**src/rtl/i2c_byte_master.sv**
```systemverilog
// i2c_byte_master: byte-level single-master I2C engine (START / WRITE / READ / STOP per handshake)
module i2c_byte_master #(
    parameter int DIV = 15
) (
    input  logic       clk,
    input  logic       rst_n,
    input  logic       cmd_valid,
    output logic       cmd_ready,
    input  logic [1:0] cmd,
    input  logic [7:0] wdata,
    input  logic       rd_nack,
    output logic       rsp_valid,
    output logic       rsp_ack,
    output logic [7:0] rsp_data,
    input  logic       scl_i,
    input  logic       sda_i,
    output logic       scl_oe,
    output logic       sda_oe
);
    localparam logic [15:0] LAST = 16'(DIV - 1);

    typedef enum logic [2:0] {S_IDLE, S_START, S_BIT, S_STOP, S_DONE} state_t;

    state_t      r_state, w_state;
    logic [1:0]  r_q, w_q;
    logic [15:0] r_cnt, w_cnt;
    logic [3:0]  r_bit, w_bit;
    logic [7:0]  r_tx, w_tx, r_rx, w_rx, r_rsp_data, w_rsp_data;
    logic        r_rd, w_rd, r_nack, w_nack, r_ack, w_ack, r_rsp_ack, w_rsp_ack;
    logic        r_scl, r_sda, w_scl, w_sda, w_dbit;

    assign cmd_ready = (r_state == S_IDLE);
    assign rsp_valid = (r_state == S_DONE);
    assign rsp_ack   = r_rsp_ack;
    assign rsp_data  = r_rsp_data;
    assign scl_oe    = w_scl;
    assign sda_oe    = w_sda;

    // state, timebase and held bus levels; reset releases both lines without a STOP
    always_ff @(posedge clk) begin
        if (!rst_n) begin
            r_state    <= S_IDLE;
            r_q        <= '0;
            r_cnt      <= '0;
            r_bit      <= '0;
            r_tx       <= '0;
            r_rx       <= '0;
            r_rd       <= 1'b0;
            r_nack     <= 1'b0;
            r_ack      <= 1'b0;
            r_rsp_ack  <= 1'b0;
            r_rsp_data <= '0;
            r_scl      <= 1'b0;
            r_sda      <= 1'b0;
        end else begin
            r_state    <= w_state;
            r_q        <= w_q;
            r_cnt      <= w_cnt;
            r_bit      <= w_bit;
            r_tx       <= w_tx;
            r_rx       <= w_rx;
            r_rd       <= w_rd;
            r_nack     <= w_nack;
            r_ack      <= w_ack;
            r_rsp_ack  <= w_rsp_ack;
            r_rsp_data <= w_rsp_data;
            r_scl      <= w_scl;
            r_sda      <= w_sda;
        end
    end

    // pad drive per quarter while active; between commands the last levels are held
    always_comb begin
        w_dbit = (r_bit == 4'd0) ? (r_rd & ~r_nack) : (~r_rd & ~r_tx[7]);
        w_scl  = r_scl;
        w_sda  = r_sda;
        case (r_state)
            S_START: begin
                w_scl = (r_q == 2'd0) ? r_scl : (r_q == 2'd3);
                w_sda = r_q[1];
            end
            S_BIT: begin
                w_scl = (r_q == 2'd0) | (r_q == 2'd3);
                w_sda = w_dbit;
            end
            S_STOP: begin
                w_scl = (r_q == 2'd0) & r_scl;
                w_sda = ~r_q[1];
            end
            default: ;
        endcase
    end

    // next state: accept, quarter/bit sequencing, q1 stretch hold, sampling and response capture
    always_comb begin
        w_state    = r_state;
        w_q        = r_q;
        w_cnt      = r_cnt;
        w_bit      = r_bit;
        w_tx       = r_tx;
        w_rx       = r_rx;
        w_rd       = r_rd;
        w_nack     = r_nack;
        w_ack      = r_ack;
        w_rsp_ack  = r_rsp_ack;
        w_rsp_data = r_rsp_data;
        case (r_state)
            S_IDLE: begin
                if (cmd_valid) begin
                    w_state = (cmd == 2'd0) ? S_START : (cmd == 2'd3) ? S_STOP : S_BIT;
                    w_q     = 2'd0;
                    w_cnt   = LAST;
                    w_bit   = 4'd8;
                    w_tx    = wdata;
                    w_rx    = '0;
                    w_rd    = (cmd == 2'd2);
                    w_nack  = rd_nack;
                    w_ack   = 1'b0;
                end
            end
            S_DONE: w_state = S_IDLE;
            default: begin
                if (!((r_q == 2'd1) && !scl_i)) begin
                    if (r_cnt != 16'd0) begin
                        w_cnt = r_cnt - 16'd1;
                    end else begin
                        w_cnt = LAST;
                        if (r_state == S_BIT && r_q == 2'd2) begin
                            w_rx  = (r_bit != 4'd0) ? {r_rx[6:0], sda_i} : r_rx;
                            w_ack = (r_bit == 4'd0) ? ~sda_i : r_ack;
                        end
                        if (r_q != 2'd3) begin
                            w_q = r_q + 2'd1;
                        end else if (r_state == S_BIT && r_bit != 4'd0) begin
                            w_q   = 2'd0;
                            w_bit = r_bit - 4'd1;
                            w_tx  = {r_tx[6:0], 1'b0};
                        end else begin
                            w_state    = S_DONE;
                            w_rsp_ack  = (r_state == S_BIT) & ~r_rd & r_ack;
                            w_rsp_data = (r_state == S_BIT && r_rd) ? r_rx : 8'h00;
                        end
                    end
                end
            end
        endcase
    end
endmodule

```
**config.mk**
```make
export PLATFORM = sky130hd
export DESIGN_NAME = i2c_byte_master
export DESIGN_NICKNAME = d
export VERILOG_FILES = /design/src/rtl/i2c_byte_master.sv
export SDC_FILE = /design/constraint.sdc
export NUM_CORES = 1
export LEC_CHECK = 0
export BUFFER_PORTS_ARGS = -buffer_cell sky130_fd_sc_hd__clkbuf_2
export CAP_MARGIN = 10
export CORE_ASPECT_RATIO = 1.75
export CORE_MARGIN = 2
export CORE_UTILIZATION = 45
export DETAILED_ROUTE_END_ITERATION = 6
export PLACE_DENSITY_LB_ADDON = 0.3
export SLEW_MARGIN = 10
export SYNTH_ARGS = -nofsm -noshare
export SYNTH_HDL_FRONTEND = slang
export SYNTH_SLANG_ARGS = --single-unit
```
**constraint.sdc**
```tcl
create_clock -name clk -period 2.82 [get_ports clk]
set_input_delay 0.564 -clock clk [delete_from_list [all_inputs] [get_ports clk]]
set_output_delay 0.564 -clock clk [all_outputs]
set_load 0.02 [all_outputs]
```
======== Word level (Yosys, flattened, before mapping) ========
Index checks and enable logic that the tools add are counted.
storage, ports and cells
  logic and storage cells ................. 123
  input port bits ......................... 16
  output and inout bits ................... 13
  register bits after elaboration ......... 55
cells by class
  equal/unequal tests ..................... 18
  reductions and logical operators ........ 25
  bitwise logic cells ..................... 17
  add/sub/neg operators ................... 3
  muxes and demuxes ....................... 47
operator list
  cell                                                                   count
  8-bit two-way mux                                                      11
  16-bit two-way mux                                                     3
  16-bit case mux with 2 select lines                                    1
  8-bit case mux with 2 select lines                                     2
  4-bit two-way mux                                                      5
  6-bit AND reduction                                                    3
  16-bit nonzero test                                                    1
  16-bit by 1-bit subtractor with 16-bit output (second input constant)  1
  3-bit two-way mux                                                      5
  5-bit AND reduction                                                    3
  2-bit two-way mux                                                      6
  3-bit != test (second input constant)                                  4
  1-bit NOT                                                              11
  2-bit != test (second input constant)                                  5
  2-bit == test (second input constant)                                  4
  1-bit two-way mux                                                      8
  4-bit case mux with 2 select lines                                     1
  2-bit nonzero test                                                     4
  3-bit by 2-bit == test with 1-bit output (second input constant)       2
  1-bit case mux with 3 select lines                                     2
  3-bit case mux with 2 select lines                                     1
  1-bit AND                                                              5
  1-bit logical AND                                                      4
  2-bit logical NOT                                                      2
  16 further kinds                                                       16

======== Depth between registers and ports, before layout ========
Gate-level depths: netlist of the first run.
  word-level depth ........................ 7
  depth in mapped cells ................... 9
  mapped depth without buffers ............ 7

======== Worst setup path before layout of the first run ========
OpenSTA, ideal clock, no wires.
  path type ............................... register to output
  start ................................... reg r_bit[0]
  end ..................................... out sda_oe
  setup slack ............................. 392 ps
  data arrival time ....................... 1864 ps
  data required time ...................... 2256 ps
  buffers on the path ..................... 0
  stages on the path, launching flop included .. 8
  cell sequence ........................... dfxtp_1 inv_1 ha_1 nor3b_1 and3b_1 o31ai_1 and3_1 nor3_1
on the way
  word-level cells in the longest chain between the ends .. 3
ends and longest elaborated chain
  element                             RTL line  text
  start, declared                     27        logic [3:0] r_bit, w_bit;
  start signal, assigned              59        r_bit <= w_bit;
  4-bit logical NOT                   74        w_dbit = (r_bit == 4'd0) ? (r_rd & ~r_nack) : (~r_rd & ~r_tx[7]);
  1-bit two-way mux                   74
  1-bit case mux with 3 select lines  77        case (r_state)
  end, declared                       18        output logic sda_oe
No other way between the ends.

======== Worst setup path after layout of the first run ========
Same ends and word-level chain as after synthesis.

==> flow_summary.yaml, run 1 <==
outcome:
  outcome: "finished clean"
cts:
  clock_path_buffers: 2
  clock_latency_ns: 0.31
  cts_buffers: 5
  clock-root-buffer: "clkbuf_8"
  cts_tree: "done"
  h-tree-depth: 2
  clk_pin_slew_ns: 0.10
  clkSinkCount: 55
sta:
  period_share_pct: 92.70
  fmax_mhz: 382.5
  whs_ns: 0.4563
  setup_viol: 0
  hold_viol_final: 0
  maxSlewHeadroom_pct: 59.75
  tightest_slew_ns: 0.6016
  rsz0062_at_grt: "no"
  maxSlewViolCount: 0
  tns_ns: 0
  skew_ns: 0.008881
  period_minus_slack_ns: 2.614
  layout_setup_ws_ns: 0.2059
worst_setup_path:
  endpoint_kind: "primary output"
  crit_chain: "inv_1, ha_1, nor3b_2, and3b_1, o31ai_1, and3_1, nor3_1, clkbuf_2"
  crit_family: "simple AND/OR/NAND/NOR gates"
  slowest_delay_ns: 0.33
  critPathBufInv: 2
  critPathArrivalTime_ns: 2.05
  crit_path_start_kind: "register"
  r2r-start: "r_q[1]"
  critPathMaxFanout: 6
  path_class: "reg -> out"
  worst_path_max_delay_cell: "dfxtp_1"
  reg2reg_depth: 7
  r2r_end: "r_tx[7]"
  r2r_setup_slack_ns: 0.42
  required_ns: 2.26
yosys:
  synth_top_area_share_pct: 40.97
  synthCells: 335
  ys_seq_elements: 55
  netlist_area_um2: 2688
  synth_fp_nets: 360
  avgSynthCellArea_um2: 8.023
  yosysMostFrequentCell: "dfxtp_1"
  yosys-top-cells-count: "dfxtp_1 (55), nand2_1 (52), a21oi_1 (37)"
  synth_ff_type: "dfxtp_1"
  yosysUniqueCellTypes: 49
  synth_edf_count: 0
  yosys_warnings: 0
  ys_seq_area_share_pct: 40.97
  yosysTopAreaCell: "dfxtp_1"
  synth_area_leaders: "dfxtp_1 (41%), nand2_1 (7.3%), a21oi_1 (6.9%)"
  async_flop_share_pct: 0
detailed_routing:
  wirelength_mm: 6.196
  via_per_inst: 5.673
  dr.pass1.iters: 4
  route.detailed.drc: 0
  drt_iter0_drc: 110
  post_drt_wl_per_cell_um: 14.05
  num_vias: 2502
  antenna_left: 0
floorplan:
  die-width_um: 62.42
  core_um2: 5833
  rows: 37
  fp.dieH_um: 106.2
  num_io_pins: 29
  start_util_pct: 46.07
  dieArea_um2: 6631
hold_path:
  hold_path.class: "reg -> reg"
  hold-path-endpoint: "rsp_data[4]"
  hold_path_depth: 2
  hold_start: "rsp_data[4]"
final_layout:
  drive_above_1_share_pct: 16.53
  final_util_pct: 51.78
  final_area_um2: 3020
  fin_nets: 387
  finalNonFillerCells: 441
  fillCellCount: 620
  diodes: 0
  syn2layout_area_growth_pct: 12.38
place:
  post-place-ws_ns: 0.2932
  dpl.cell_count: 433
  gp_congestion: 0.8643
  port_buffers: 28
  dp_hpwl_mm: 4.636
  placed_area_um2: 2927
global_routing:
  grt_max_degree: 24
  grt_pass1_vias: 2308
  antenna_found_initial: 0
  overflow: 0
  grt_usage_pct: 18.99
  grt_pass1_wl_mm: 10.30
pwr:
  intPower_mw: 1.252
  p_total_mw: 1.941
  power_leakage_nw: 1.134
  p_switching_uw: 689.8
  power_density_nw_per_um2: 642.8
  power_frac_comb_pct: 30.8
  netSwitchingFraction_pct: 35.53
  clkPwrFrac_pct: 22.6
  peakVddDrop_mv: 0.4588
  pwr-share-seq_pct: 46.6
job:
  maxCapViolations: 0
cell families (layout without fill, tap and decap cells):
family / count (synthesis) / count (layout) / share of synthesized area, %
flops: 55 / 55 / 40.97
buf+inv: 29 / 57 / 4.143
xor+xnor: 5 / 5 / 1.629
simple gates: 151 / 151 / 28.87
fa+ha+maj: 9 / 9 / 4.190
compound gates: 86 / 86 / 20.21
power groups by stage:
| stage | sequential (mW) | combinational (mW) | clock [mW] |
|---|---|---|---|
| after floorplan | 0.900 | 0.456 | 0 |
| after global placement | 0.919 | 0.588 | 0 |
| after detailed placement | 0.921 | 0.592 | 0 |
| after CTS | 0.905 | 0.598 | 0.452 |
| after global routing | 0.916 | 0.664 | 0.474 |
| final | 0.906 | 0.597 | 0.439 |
routing by layer:
metal | global-route usage, % | up-vias | share of wire, %
met1 | 20.08 | 1182 | 41
met2 | 37.25 | 43 | 55
met4 | 7.778 | 0 | 1.5
li1 | - | 1269 | -
met5 | 0 | - | 0
met3 | 2.011 | 8 | 2.6
final cells by class:
| class | count | area, um^2 | share of cell area (%) |
|---|---|---|---|
| clock buffers | 5 | 68.82 | 2.278 |
| clock inverters | 3 | 20.02 | 0.6628 |
| inverters | 12 | 45.04 | 1.491 |
| multi-input cells | 251 | 1480 | 49.01 |
| flip-flops and latches | 55 | 1101 | 36.45 |
| well taps | 78 | 97.59 | 3.231 |
| repair buffers | 37 | 207.7 | 6.877 |
worst register-to-register path: stages (launching register included):
cell and delay, ns:
dfxtp_1 0.43, inv_1 0.11, ha_1 0.21, nor2b_1 0.15, nor4_1 0.44, a21oi_1 0.23, nor2_1 0.52, a311oi_1 0.18
worst max path at each step:
stage / start / to / cells after the start / slack, ns
5_1_grt: r_bit[0] / sda_oe / 8 / 0.05
4_1_cts: r_bit[0] / sda_oe / 8 / 0.18
6_report: r_bit[0] / sda_oe / 8 / 0.21
3_5_place_dp: r_bit[0] / sda_oe / 8 / 0.29
3_3_place_gp: r_bit[0] / sda_oe / 8 / 0.38
2_1_floorplan: r_bit[0] / sda_oe / 7 / 0.39
flip-flops by register name (all words and copies together), names as in the netlist:
register,count
r_q,2
r_rd,1
r_nack,1
r_scl,1
r_state,3
rsp_ack,1
r_sda,1
r_cnt,16
r_tx,8
rsp_data,8
r_bit,4
r_ack,1
r_rx,8
cells in the final DEF, fill, tap and decap left out, types with 4 or more instances in the layout:
cell type	instances
nor4_1	6
xnor2_1	5
or2_2	4
nor3_1	11
clkbuf_2	28
clkbuf_8	5
a311oi_1	8
a211oi_1	4
nand3_1	17
ha_1	9
or4_1	5
nor2_1	24
dfxtp_1	55
nand2_1	52
buf_4	9
o21ai_0	10
a21oi_1	37
a31oi_1	5
o22ai_1	8
or3_1	6
inv_1	9
timing repair:
action,4_1_cts,5_1_grt
hold buffers,0,0
gates resized for setup,1,0
endpoints found under the setup margin,1,0
buffers inserted,0,0
hold endpoints to repair,0,0
Note: power is estimated with default switching activity, not from simulation.
==> inputs of run 2 (changes only) <==
- CORE_MARGIN: 2 -> unset
- clock period: 2.82 -> 2.6 ns (I/O delays scaled with it)
==> flow_summary.yaml, run 2 (synthesis gave the netlist of run 1 again) <==
place:
  dp_hpwl_mm: 4.700
  post-place-ws_ns: 0.2401
  dpl.cell_count: 437
  port_buffers: 28
  gp_congestion: 0.9247
sta:
  maxSlewViolCount: 0
  maxSlewHeadroom_pct: 65.34
  layout_setup_ws_ns: 0.1356
  tightest_slew_ns: 0.5199
  setup_viol: 0
  fmax_mhz: 405.8
  tns_ns: 0
  skew_ns: 0.007797
  whs_ns: 0.4263
  period_share_pct: 94.79
  period_minus_slack_ns: 2.464
  hold_viol_final: 0
global_routing:
  antenna_found_initial: 0
  grt_pass1_wl_mm: 10.78
  overflow: 0
  grt_max_degree: 27
  grt_pass1_vias: 2526
  grt_usage_pct: 21.47
detailed_routing:
  antenna_left: 0
  dr.pass1.iters: 4
  route.detailed.drc: 0
  post_drt_wl_per_cell_um: 14.07
  via_per_inst: 5.701
  drt_iter0_drc: 71
  wirelength_mm: 6.263
  num_vias: 2537
cts:
  clock_path_buffers: 2
  cts_tree: "done"
  clkSinkCount: 55
  clock_latency_ns: 0.30
  clk_pin_slew_ns: 0.10
  cts_buffers: 5
  h-tree-depth: 2
  cts_setup_buffers: 0
  clock-root-buffer: "clkbuf_8"
hold_path:
  hold_path.class: "in -> reg"
floorplan:
  fp.dieH_um: 104.2
  die-width_um: 60.42
  rows: 36
  dieArea_um2: 6298
  core_um2: 5675
  start_util_pct: 47.35
  num_io_pins: 29
final_layout:
  drive_above_1_share_pct: 18.43
  layout_commonest_cell: "dfxtp_1"
  largest_reg_flops: 16
  largest-register: "r_cnt"
  syn2layout_area_growth_pct: 15.27
  finalNonFillerCells: 445
  layout_common_cells: "dfxtp_1 (54), nand2_1 (52), a21oi_1 (37)"
  fin_nets: 393
  final_util_pct: 54.59
  diodes: 0
worst_setup_path:
  critPathArrivalTime_ns: 1.94
  required_ns: 2.08
  crit_chain: "inv_1, ha_1, nor3b_2, buf_4, nor3_2, o31ai_1, and3_1, nor3_1, buf_2"
  endpoint_kind: "primary output"
  worst_path_max_delay_cell: "dfxtp_2"
  slowest_delay_ns: 0.35
  critPathMaxFanout: 5
  path_class: "reg -> out"
  crit_path_start_kind: "register"
pwr:
  intPower_mw: 1.509
  clkPwrFrac_pct: 25.6
  peakVddDrop_mv: 0.4520
  power_leakage_nw: 1.187
  netSwitchingFraction_pct: 32.93
  power_frac_comb_pct: 30.6
  pwr-share-seq_pct: 43.8
  power_density_nw_per_um2: 726.3
  p_switching_uw: 741.1
job:
  maxCapViolations: 0
outcome:
  outcome: "finished clean"
[run 2: cell count changes in the layout (fill, tap and decap cells not counted), sizes merged]
cell,change
clkinvlp,-2
buf,+7
bufinv,+1
[run 2: critical path: cells and delay by family (launching register included)]
kind	cells	cell delay, ns
buf+inv	3	0.41
flops	1	0.35
compound gates	1	0.08
fa+ha+maj	1	0.20
simple gates	4	0.62
[run 2: power by group through the flow]
| stage | Combinational, mW | Clock (mW) | Sequential [mW] |
|---|---|---|---|
| floorplan | 0.495 | 0 | 0.976 |
| global placement | 0.666 | 0 | 0.999 |
| detailed placement | 0.679 | 0 | 1.00 |
| CTS | 0.683 | 0.587 | 0.983 |
| global route | 0.763 | 0.614 | 1.00 |
| finish | 0.688 | 0.576 | 0.986 |
[run 2: metal layers]
metal / global-route usage (%) / vias to the layer above / wire [um]
li1: - / 1281 / -
met1: 23.19 / 1198 / 2498
met2: 39.48 / 46 / 3501
met3: 3.358 / 12 / 139
met4: 7.955 / 0 / 125
met5: 0 / - / 0
[run 2: area by class of cell]
cell class,instances,area (um^2)
Clock buffer,6,82.58
Tap cell,76,95.09
Fill cell,567,2577
Sequential cell,55,1102
Inverter,12,45.04
Timing Repair Buffer,43,252.7
Multi-Input combinational cell,251,1485
Clock inverter,2,35.03
[run 2: worst paths after layout]
check | cells past startpoint | end | from | slack [ns]
worst min register to register | 2 | rsp_data[0] | rsp_data[0] | 0.46
worst max register to register | 7 | r_tx[3] | r_cnt[0] | 0.25
worst max-delay path | 9 | sda_oe | r_bit[0] | 0.14
worst min-delay path | 3 | r_tx[0] | wdata[0] | 0.43
[run 2: metrics by stage]
step	area [um^2]	total power, mW
floorplan	2688	1.471
global placement	2969	1.665
detailed placement	2969	1.680
CTS	3087	2.253
global route	3098	2.376
finish	3098	2.250
[run 2: what timing repair did]
| item | in CTS | in global routing |
|---|---|---|
| gates resized for setup | 0 | 4 |
| hold buffers | 0 | 0 |
| hold endpoints to repair | 0 | 0 |
| endpoints found under the setup margin | 0 | 1 |
